<file path="config.mk">
export PLATFORM = sky130hd
export DESIGN_NAME = uart_rx_oversampled
export DESIGN_NICKNAME = d
export VERILOG_FILES = /design/src/rtl/uart_rx_oversampled.sv
export SDC_FILE = /design/constraint.sdc
export NUM_CORES = 1
export LEC_CHECK = 0
export CORE_MARGIN = 2
export CORE_UTILIZATION = 40
export DETAILED_ROUTE_END_ITERATION = 10
export PLACE_DENSITY = 0.54
export SETUP_SLACK_MARGIN = 0.1
export SYNTH_ARGS = -nofsm -noshare
export SYNTH_HDL_FRONTEND = slang
export SYNTH_SLANG_ARGS = --single-unit
</file>
<file path="constraint.sdc">
create_clock -name CLK100MHZ -period 5.2 [get_ports CLK100MHZ]
set_clock_uncertainty 0.1 [all_clocks]
set_input_delay 1.56 -clock CLK100MHZ [delete_from_list [all_inputs] [get_ports CLK100MHZ]]
set_output_delay 1.56 -clock CLK100MHZ [all_outputs]
set_load 0.02 [all_outputs]
</file>
<file path="src/rtl/uart_rx_oversampled.sv">
// 8N1 UART receiver with 16x oversampling, 3-sample majority vote per bit and a
// single-entry valid/ready holding register with frame-error and overrun pulses.
module uart_rx_oversampled #(
  parameter int CLK_FREQ   = 100000000,
  parameter int BAUD       = 115200,
  parameter int OVERSAMPLE = 16
) (
  input  logic       CLK100MHZ,
  input  logic       reset,
  input  logic       rx,
  output logic [7:0] rx_data,
  output logic       rx_valid,
  input  logic       rx_ready,
  output logic       frame_error,
  output logic       overrun
);

  localparam int DIV   = CLK_FREQ / (BAUD * OVERSAMPLE);
  localparam int DIV_W = (DIV > 1) ? $clog2(DIV) : 1;
  localparam logic [DIV_W-1:0] DIV_LAST = DIV_W'(DIV - 1);

  localparam logic [2:0] IDLE  = 3'd0;
  localparam logic [2:0] START = 3'd1;
  localparam logic [2:0] DATA  = 3'd2;
  localparam logic [2:0] STOP  = 3'd3;
  localparam logic [2:0] BREAK = 3'd4;

  logic             rx_meta;
  logic             rxs;
  logic [DIV_W-1:0] div_cnt;
  logic [3:0]       s;
  logic [2:0]       state;
  logic [2:0]       bit_idx;
  logic [7:0]       shreg;
  logic             v7;
  logic             v8;

  logic tick;
  logic start_det;
  logic decide;
  logic bit_end;
  logic vote;
  logic byte_done;
  logic stop_bad;

  // Synchronizer resets to the idle level so reset release never looks like a start edge.
  // NOTE: every clocked block uses non-blocking (<=) so all flops update from pre-edge values.
  always_ff @(posedge CLK100MHZ or negedge reset) begin
    if (!reset) begin
      rx_meta <= 1'b1;
      rxs     <= 1'b1;
    end else begin
      rx_meta <= rx;
      rxs     <= rx_meta;
    end
  end

  // NOTE: decode terms are continuous assigns, so there is no partially-assigned comb block to latch.
  assign start_det = (state == IDLE) && !rxs;
  assign tick      = (div_cnt == DIV_LAST);
  assign decide    = tick && (s == 4'd9);
  assign bit_end   = tick && (s == 4'd15);
  assign vote      = (v7 & v8) | (v7 & rxs) | (v8 & rxs);
  assign byte_done = (state == STOP) && decide && vote;
  assign stop_bad  = (state == STOP) && decide && !vote;

  always_ff @(posedge CLK100MHZ or negedge reset) begin
    if (!reset) begin
      div_cnt <= '0;
    end else if (start_det || tick) begin
      div_cnt <= '0;
    end else begin
      div_cnt <= div_cnt + 1'b1;
    end
  end

  always_ff @(posedge CLK100MHZ or negedge reset) begin
    if (!reset) begin
      s <= 4'd0;
    end else if (start_det) begin
      s <= 4'd0;
    end else if (tick) begin
      s <= s + 4'd1;
    end
  end

  // The first two vote samples are held until the third arrives at s=9.
  always_ff @(posedge CLK100MHZ or negedge reset) begin
    if (!reset) begin
      v7 <= 1'b0;
      v8 <= 1'b0;
    end else if (tick) begin
      if (s == 4'd7) v7 <= rxs;
      if (s == 4'd8) v8 <= rxs;
    end
  end

  always_ff @(posedge CLK100MHZ or negedge reset) begin
    if (!reset) begin
      state   <= IDLE;
      bit_idx <= 3'd0;
      shreg   <= 8'h00;
    end else begin
      case (state)
        IDLE: begin
          if (!rxs) state <= START;
        end
        START: begin
          if (decide && vote) begin
            state <= IDLE;
          end else if (bit_end) begin
            state   <= DATA;
            bit_idx <= 3'd0;
          end
        end
        DATA: begin
          if (decide) shreg <= {vote, shreg[7:1]};
          if (bit_end) begin
            if (bit_idx == 3'd7) state <= STOP;
            else                 bit_idx <= bit_idx + 3'd1;
          end
        end
        STOP: begin
          if (decide) state <= vote ? IDLE : BREAK;
        end
        BREAK: begin
          // A held-low line must return high before another start is accepted.
          if (rxs) state <= IDLE;
        end
        default: state <= IDLE;
      endcase
    end
  end

  // A completing byte wins over a same-cycle handshake; it is only dropped when the
  // holding register is full and not being drained.
  always_ff @(posedge CLK100MHZ or negedge reset) begin
    if (!reset) begin
      rx_data     <= 8'h00;
      rx_valid    <= 1'b0;
      frame_error <= 1'b0;
      overrun     <= 1'b0;
    end else begin
      frame_error <= stop_bad;
      overrun     <= 1'b0;
      if (byte_done) begin
        if (rx_valid && !rx_ready) begin
          overrun <= 1'b1;
        end else begin
          rx_data  <= shreg;
          rx_valid <= 1'b1;
        end
      end else if (rx_valid && rx_ready) begin
        rx_valid <= 1'b0;
      end
    end
  end

endmodule

</file>
==> results of run 1 <==
[sequential cells by signal (all words and copies together) (netlist names)]
register and count:
bit_idx 3, div_cnt 6, frame_error 1, overrun 1, rx_data 8, rx_meta 1, rx_valid 1, rxs 1
s 4, shreg 8, state 3, v7 1, v8 1
[cells by family after synthesis]
logic type / count (synthesis) / share of synthesized area, %
buffers and inverters: 8 / 2.157
and+or+nand+nor: 53 / 17.67
adders and majority gates: 7 / 4.720
AOI/OAI and AO/OA: 14 / 5.732
muxes: 20 / 13.69
xor gates and xnor gates: 7 / 3.304
DFF: 39 / 52.73
[final cells by class]
class                      count  area [um^2]
fill                         391         2285
sequential                    39        978.4
multi-input combinational    101        837.1
timing repair buffer          14        135.1
clock buffer                   6        82.58
tap                           52        65.06
clock inverter                 2        16.27
inverter                       4        15.01
[power by group through the flow]
| stage | sequential (mW) | clock (mW) | combinational [mW] |
|---|---|---|---|
| 4_1_cts | 0.305 | 0.228 | 0.00858 |
| 6_report | 0.305 | 0.214 | 0.00799 |
| 3_3_place_gp | 0.311 | 0 | 0.00829 |
| 3_5_place_dp | 0.311 | 0 | 0.00847 |
| 5_1_grt | 0.305 | 0.242 | 0.00959 |
| 2_1_floorplan | 0.311 | 0 | 0.000645 |
[placed cells by master (no fill, tap or decap), types with 2 or more instances in the layout]
master,synthesis,layout
clkdlybuf4s50_1,0,13
dfrtp_1,37,37
nor4_1,2,2
dfstp_2,2,2
xnor2_1,5,5
inv_1,4,4
nand3_1,3,3
nor3_1,7,7
mux2_4,8,8
mux2_2,10,10
a21oi_1,3,3
xor2_1,2,2
nand2b_1,3,3
and3b_1,2,2
nand2_1,7,7
a22o_1,3,3
nor3b_1,2,2
nor2_1,13,13
clkbuf_8,0,6
ha_1,7,7
[per-layer routing]
layer	global-route usage, %	up-vias	share of wire [%]
li1	-	556	-
met1	20.16	572	49
met2	19.57	32	45
met3	4.167	7	4.7
met4	5.031	0	1.6
met5	0	-	0
[how the worst min path moves through the flow]
stage | from | end | cells past startpoint
2_1_floorplan | rx_meta$_DFF_PN1_ | rxs$_DFF_PN1_ | 0
3_3_place_gp | rx_meta$_DFF_PN1_ | rxs$_DFF_PN1_ | 0
3_5_place_dp | rx_meta$_DFF_PN1_ | rxs$_DFF_PN1_ | 0
4_1_cts | rx_meta$_DFF_PN1_ | rxs$_DFF_PN1_ | 0
5_1_grt | rx_meta$_DFF_PN1_ | rxs$_DFF_PN1_ | 0
6_report | rx_meta$_DFF_PN1_ | rxs$_DFF_PN1_ | 0
[worst max-delay path: stages]
cell             delay [ns]
clkdlybuf4s50_1        0.45
nand2b_1               0.14
nor4bb_4               0.75
mux2_4                 0.35
[synth_stat cells (3+ instances only)]
cell type	count
ha_1	7
nor3_1	7
inv_1	4
nand2_1	7
xnor2_1	5
nand2b_1	3
a22o_1	3
nor2_1	13
mux2_4	8
nand3_1	3
mux2_2	10
dfrtp_1	37
a21oi_1	3
[stage by stage]
stage          util, %  hold WS (ns)  setup WS [ns]  area, um^2  std cells
3_5_place_dp     46.00        0.2494          1.732        2031        210
6_report         48.24        0.2586          2.021        2130        218
2_1_floorplan        -        0.2452          2.536        1856        148
4_1_cts          48.24        0.2657          2.039        2130        218
3_3_place_gp     46.00        0.2474          1.742        2031        210
5_1_grt          48.24        0.2708          1.960        2130        218
==> impl_metrics.yaml, run 1 <==
run_status:
  status: "finished clean"
detailed_routing:
  drt-vias-per-instance: 5.353
  vias: 1167
  drc: 0
  final_antenna_net_count: 0
  routed_wl_mm: 3.105
  dr.first_iter.drc_count: 72
  wire_per_inst_um: 14.24
  drtPass1Iterations: 5
synth:
  synth_edf_count: 0
  synthesis.area_um2: 1856
  yosys.area.top_type: "dfrtp_1"
  ys_warn_count: 0
  synth_cell_types: 46
  ys_ff_latch: 39
  ys.flop_type: "dfrtp_1"
  yosysSeqAreaShare_pct: 52.73
  synthTopCellsByArea: "dfrtp_1, mux2_4, mux2_2"
  syn-num-nets: 159
  synth.avg_cell_area_um2: 12.54
  async_flop_share_pct: 100.0
  syn_inst: 148
  synth.top_cell.area_share_pct: 49.90
cts:
  cts_tree: "done"
  cts.sinks: 39
  clk_pin_slew_ns: 0.08
  cts_root_buffer: "clkbuf_8"
  cts.path.max_buffers: 2
  post_cts_resized: 0
  cts_buffers: 5
  cts_setup_buffers: 0
  holdBufCountCts: 0
  htree_levels: 2
  clkLatencyLatePin_ns: 0.29
floorplanning:
  io_pins: 15
  chipHeight_um: 72.11
  core_um2: 4414
  initial_core_util_pct: 42.04
  rows: 24
  dieArea_um2: 5200
  die_x_um: 72.11
finish:
  syn_to_final_growth_pct: 14.77
  antenna_cells: 0
  num-nets-final: 176
  layout-drive-gt1-share_pct: 21.69
power:
  share_comb_of_total_power_pct: 1.5
  p_clk_share_pct: 40.6
  power.leakage_nw: 0.9935
  seq_power_share_pct: 57.8
  p_sw_uw: 112.7
  power_density_nw_per_um2: 247.6
  internal-power_uw: 414.6
  ir_worst_vdd_v: 0.0001389
  swShare_pct: 21.38
  finalPower_uw: 527.4
place:
  place_congestion: 0.7890
  hpwl_mm: 2.242
  numPortBuffers: 14
grt:
  grt_antenna_before_repair: 0
  grt_pass1_vias: 1134
  grt_pass1_wl_mm: 5.575
  grt_usage_pct: 13.87
  overflow: 0
  grt_max_degree: 40
sta:
  setup_tns_ns: 0
  period_share_pct: 61.13
  finalHoldViolCount: 0
  setup_viol: 0
  drv_slew: 0
  tightest_slew_ns: 0.8442
  fmax_mhz: 314.6
  final.min_clock_period_ns: 3.179
  slew_headroom_pct: 43.72
  rsz0062_at_grt: "false"
worst_setup_path:
  start_kind: "primary input"
  arrival_ns: 3.26
  worstSetupPathType: "primary input to flip-flop"
  timing.rr.end: "rx_data[1]$_DFFE_PN0P_"
  rrSetupSlack_ns: 2.84
  timing.rr.start: "div_cnt[1]$_DFF_PN0_"
  endpoint_kind: "flip-flop"
  critPathMaxFanout: 8
  crit_required_ns: 5.28
  worstSetupEndpoint: "rx_data[1]$_DFFE_PN0P_"
  setup.worst_path.start: "rx_ready"
  r2r_cells: 6
hold_path:
  hold_class: "flip-flop to flip-flop"
flow_run:
  cap_violations: 0
Power figures use the tool's default switching activity.
==> run 2: changes to the inputs <==
--- a/config.mk
+++ b/config.mk
@@ -8,7 +8,7 @@
 export CORE_MARGIN = 2
 export CORE_UTILIZATION = 40
 export DETAILED_ROUTE_END_ITERATION = 10
-export PLACE_DENSITY = 0.54
+export PLACE_DENSITY = 0.57
 export SETUP_SLACK_MARGIN = 0.1
 export SYNTH_ARGS = -nofsm -noshare
 export SYNTH_HDL_FRONTEND = slang
==> constraint.sdc (replaced) <==
create_clock -name CLK100MHZ -period 2.77 [get_ports CLK100MHZ]
set_clock_uncertainty 0.1 [all_clocks]
set_input_delay 0.831 -clock CLK100MHZ [delete_from_list [all_inputs] [get_ports CLK100MHZ]]
set_output_delay 0.831 -clock CLK100MHZ [all_outputs]
set_load 0.02 [all_outputs]
==> run 2 against run 1 <==
Net effect:
- hold slack got worse by 0.0031 ns
- critical endpoint is now rx_data[6]$_DFFE_PN0P_
- highest routed layer unchanged
- combinational power grew 88%
- via count fell by 2.4%
- non-clock buffer count increased by 1
- worst setup slack lost 1.4 ns
- sequential power is 88% higher
- total power increased by 84%
- cell count rose by 0.46%
- global-route usage fell by 0.26 points
==> impl_metrics.yaml, run 2 (synthesis results as in run 1) <==
run_status:
  status: "finished clean"
finish:
  num-fill-cells: 403
  layout.cells.non_filler: 219
  top_regs: "rx_data x8, shreg x8, div_cnt x6"
  final_common_cell: "dfrtp_1"
  layout-drive-gt1-share_pct: 21.56
  most-common-layout-cells: "dfrtp_1, nor2_1, clkdlybuf4s50_1"
  antenna_cells: 0
  syn_to_final_growth_pct: 14.77
  num-nets-final: 177
detailed_routing:
  drtPass1Iterations: 4
  drt-vias-per-instance: 5.201
  drc: 0
  wire_per_inst_um: 14.32
  vias: 1139
  routed_wl_mm: 3.136
  dr.first_iter.drc_count: 28
  final_antenna_net_count: 0
power:
  seq_power_share_pct: 59.0
  internal-power_uw: 776.2
  ir_worst_vdd_v: 0.0002096
  swShare_pct: 20.07
  p_clk_share_pct: 39.4
  power.leakage_nw: 0.9998
  finalPower_uw: 971.1
  power_density_nw_per_um2: 456.0
  p_sw_uw: 194.9
  share_comb_of_total_power_pct: 1.5
worst_setup_path:
  crit_required_ns: 2.84
  setup.worst_path.start: "rx_ready"
  endpoint_kind: "flip-flop"
  start_kind: "primary input"
  critPathMaxFanout: 8
  arrival_ns: 2.26
  timing.rr.start: "div_cnt[1]$_DFF_PN0_"
  worstSetupPathType: "primary input to flip-flop"
sta:
  setup_tns_ns: 0
  finalHoldViolCount: 0
  whs_ns: 0.2555
  slew_headroom_pct: 43.38
  setup_viol: 0
  tightest_slew_ns: 0.8493
  rsz0062_at_grt: "false"
  final.min_clock_period_ns: 2.198
  fmax_mhz: 455.0
  drv_slew: 0
  period_share_pct: 79.34
cts:
  clkLatencyLatePin_ns: 0.29
  cts_setup_buffers: 0
  clk_pin_slew_ns: 0.06
  cts_tree: "done"
  htree_levels: 2
  cts.path.max_buffers: 2
  cts.sinks: 39
  cts_buffers: 5
  post_cts_resized: 0
  cts_root_buffer: "clkbuf_8"
  holdBufCountCts: 0
floorplanning:
  die_x_um: 72.11
  chipHeight_um: 72.11
  core_um2: 4414
  rows: 24
  io_pins: 15
  initial_core_util_pct: 42.04
  dieArea_um2: 5200
grt:
  met2_usage_pct: 21.10
  overflow: 0
  gr-max-usage-layer: "met2"
  grtUsageMet1_pct: 17.76
  grt_usage_pct: 13.61
  grt_antenna_before_repair: 0
  grt_pass1_vias: 1168
  grt_max_degree: 40
  grt_pass1_wl_mm: 5.299
  grtUsageMet3_pct: 3.750
flow_run:
  cap_violations: 0
place:
  dp.cells: 211
  numPortBuffers: 14
  place_congestion: 0.8024
  hpwl_mm: 2.317
hold_path:
  hp-start: "rx_meta$_DFF_PN1_"
  hold_class: "flip-flop to flip-flop"
run 2: cell count changes in the layout (fill, tap and decap cells not counted), sizes merged:
cell      change
clkinvlp      -1
buf           +1
clkbuf        +1
run 2: cell type report:
cell class | count | area, um^2 | share of cell area [%]
Sequential cell | 39 | 978.4 | 45.95
Timing Repair Buffer | 15 | 142.6 | 6.698
Clock buffer | 7 | 86.33 | 4.054
Inverter | 4 | 15.01 | 0.7051
Clock inverter | 1 | 5.005 | 0.2350
Multi-Input combinational cell | 101 | 837.1 | 39.31
Tap cell | 52 | 65.06 | 3.055
run 2: power by group through the flow:
stage / Combinational [mW] / Sequential, mW / Clock [mW]
after floorplan: 0.00121 / 0.584 / 0
final: 0.0150 / 0.573 / 0.383
after CTS: 0.0161 / 0.573 / 0.398
after detailed placement: 0.0160 / 0.584 / 0
after global placement: 0.0154 / 0.584 / 0
after global routing: 0.0176 / 0.573 / 0.426
run 2: critical path, stage by stage:
cell and delay [ns]:
clkdlybuf4s50_1 0.45, nand2b_1 0.15, nor4bb_4 0.29, buf_4 0.23, mux2_4 0.31
run 2: final timing paths:
check                                              end  slack [ns]  cells after the start
min in group asynchronous            overrun$_DFF_PN0_        0.55                      1
worst max-delay path            rx_data[6]$_DFFE_PN0P_        0.57                      5
worst min register to register           rxs$_DFF_PN1_        0.26                      0
worst min-delay path                     rxs$_DFF_PN1_        0.26                      0
worst max register to register  rx_data[6]$_DFFE_PN0P_        0.72                      7
max in group asynchronous         div_cnt[2]$_DFF_PN0_        1.48                      1
run 2: per-layer routing:
| metal | share of wire, % | vias up |
|---|---|---|
| li1 | - | 561 |
| met3 | 3.5 | 4 |
| met5 | 0 | - |
| met4 | 1.5 | 0 |
| met1 | 48 | 556 |
| met2 | 47 | 18 |
run 2: per-stage QoR:
step           instance area, um^2  utilization (%)  worst slack, ns
6_report                      2130            48.24           0.5724
5_1_grt                       2130            48.24           0.5099
4_1_cts                       2130            48.24           0.5552
3_5_place_dp                  2038            46.17           0.2960
3_3_place_gp                  2038            46.17           0.3040
2_1_floorplan                 1856                -           0.8355
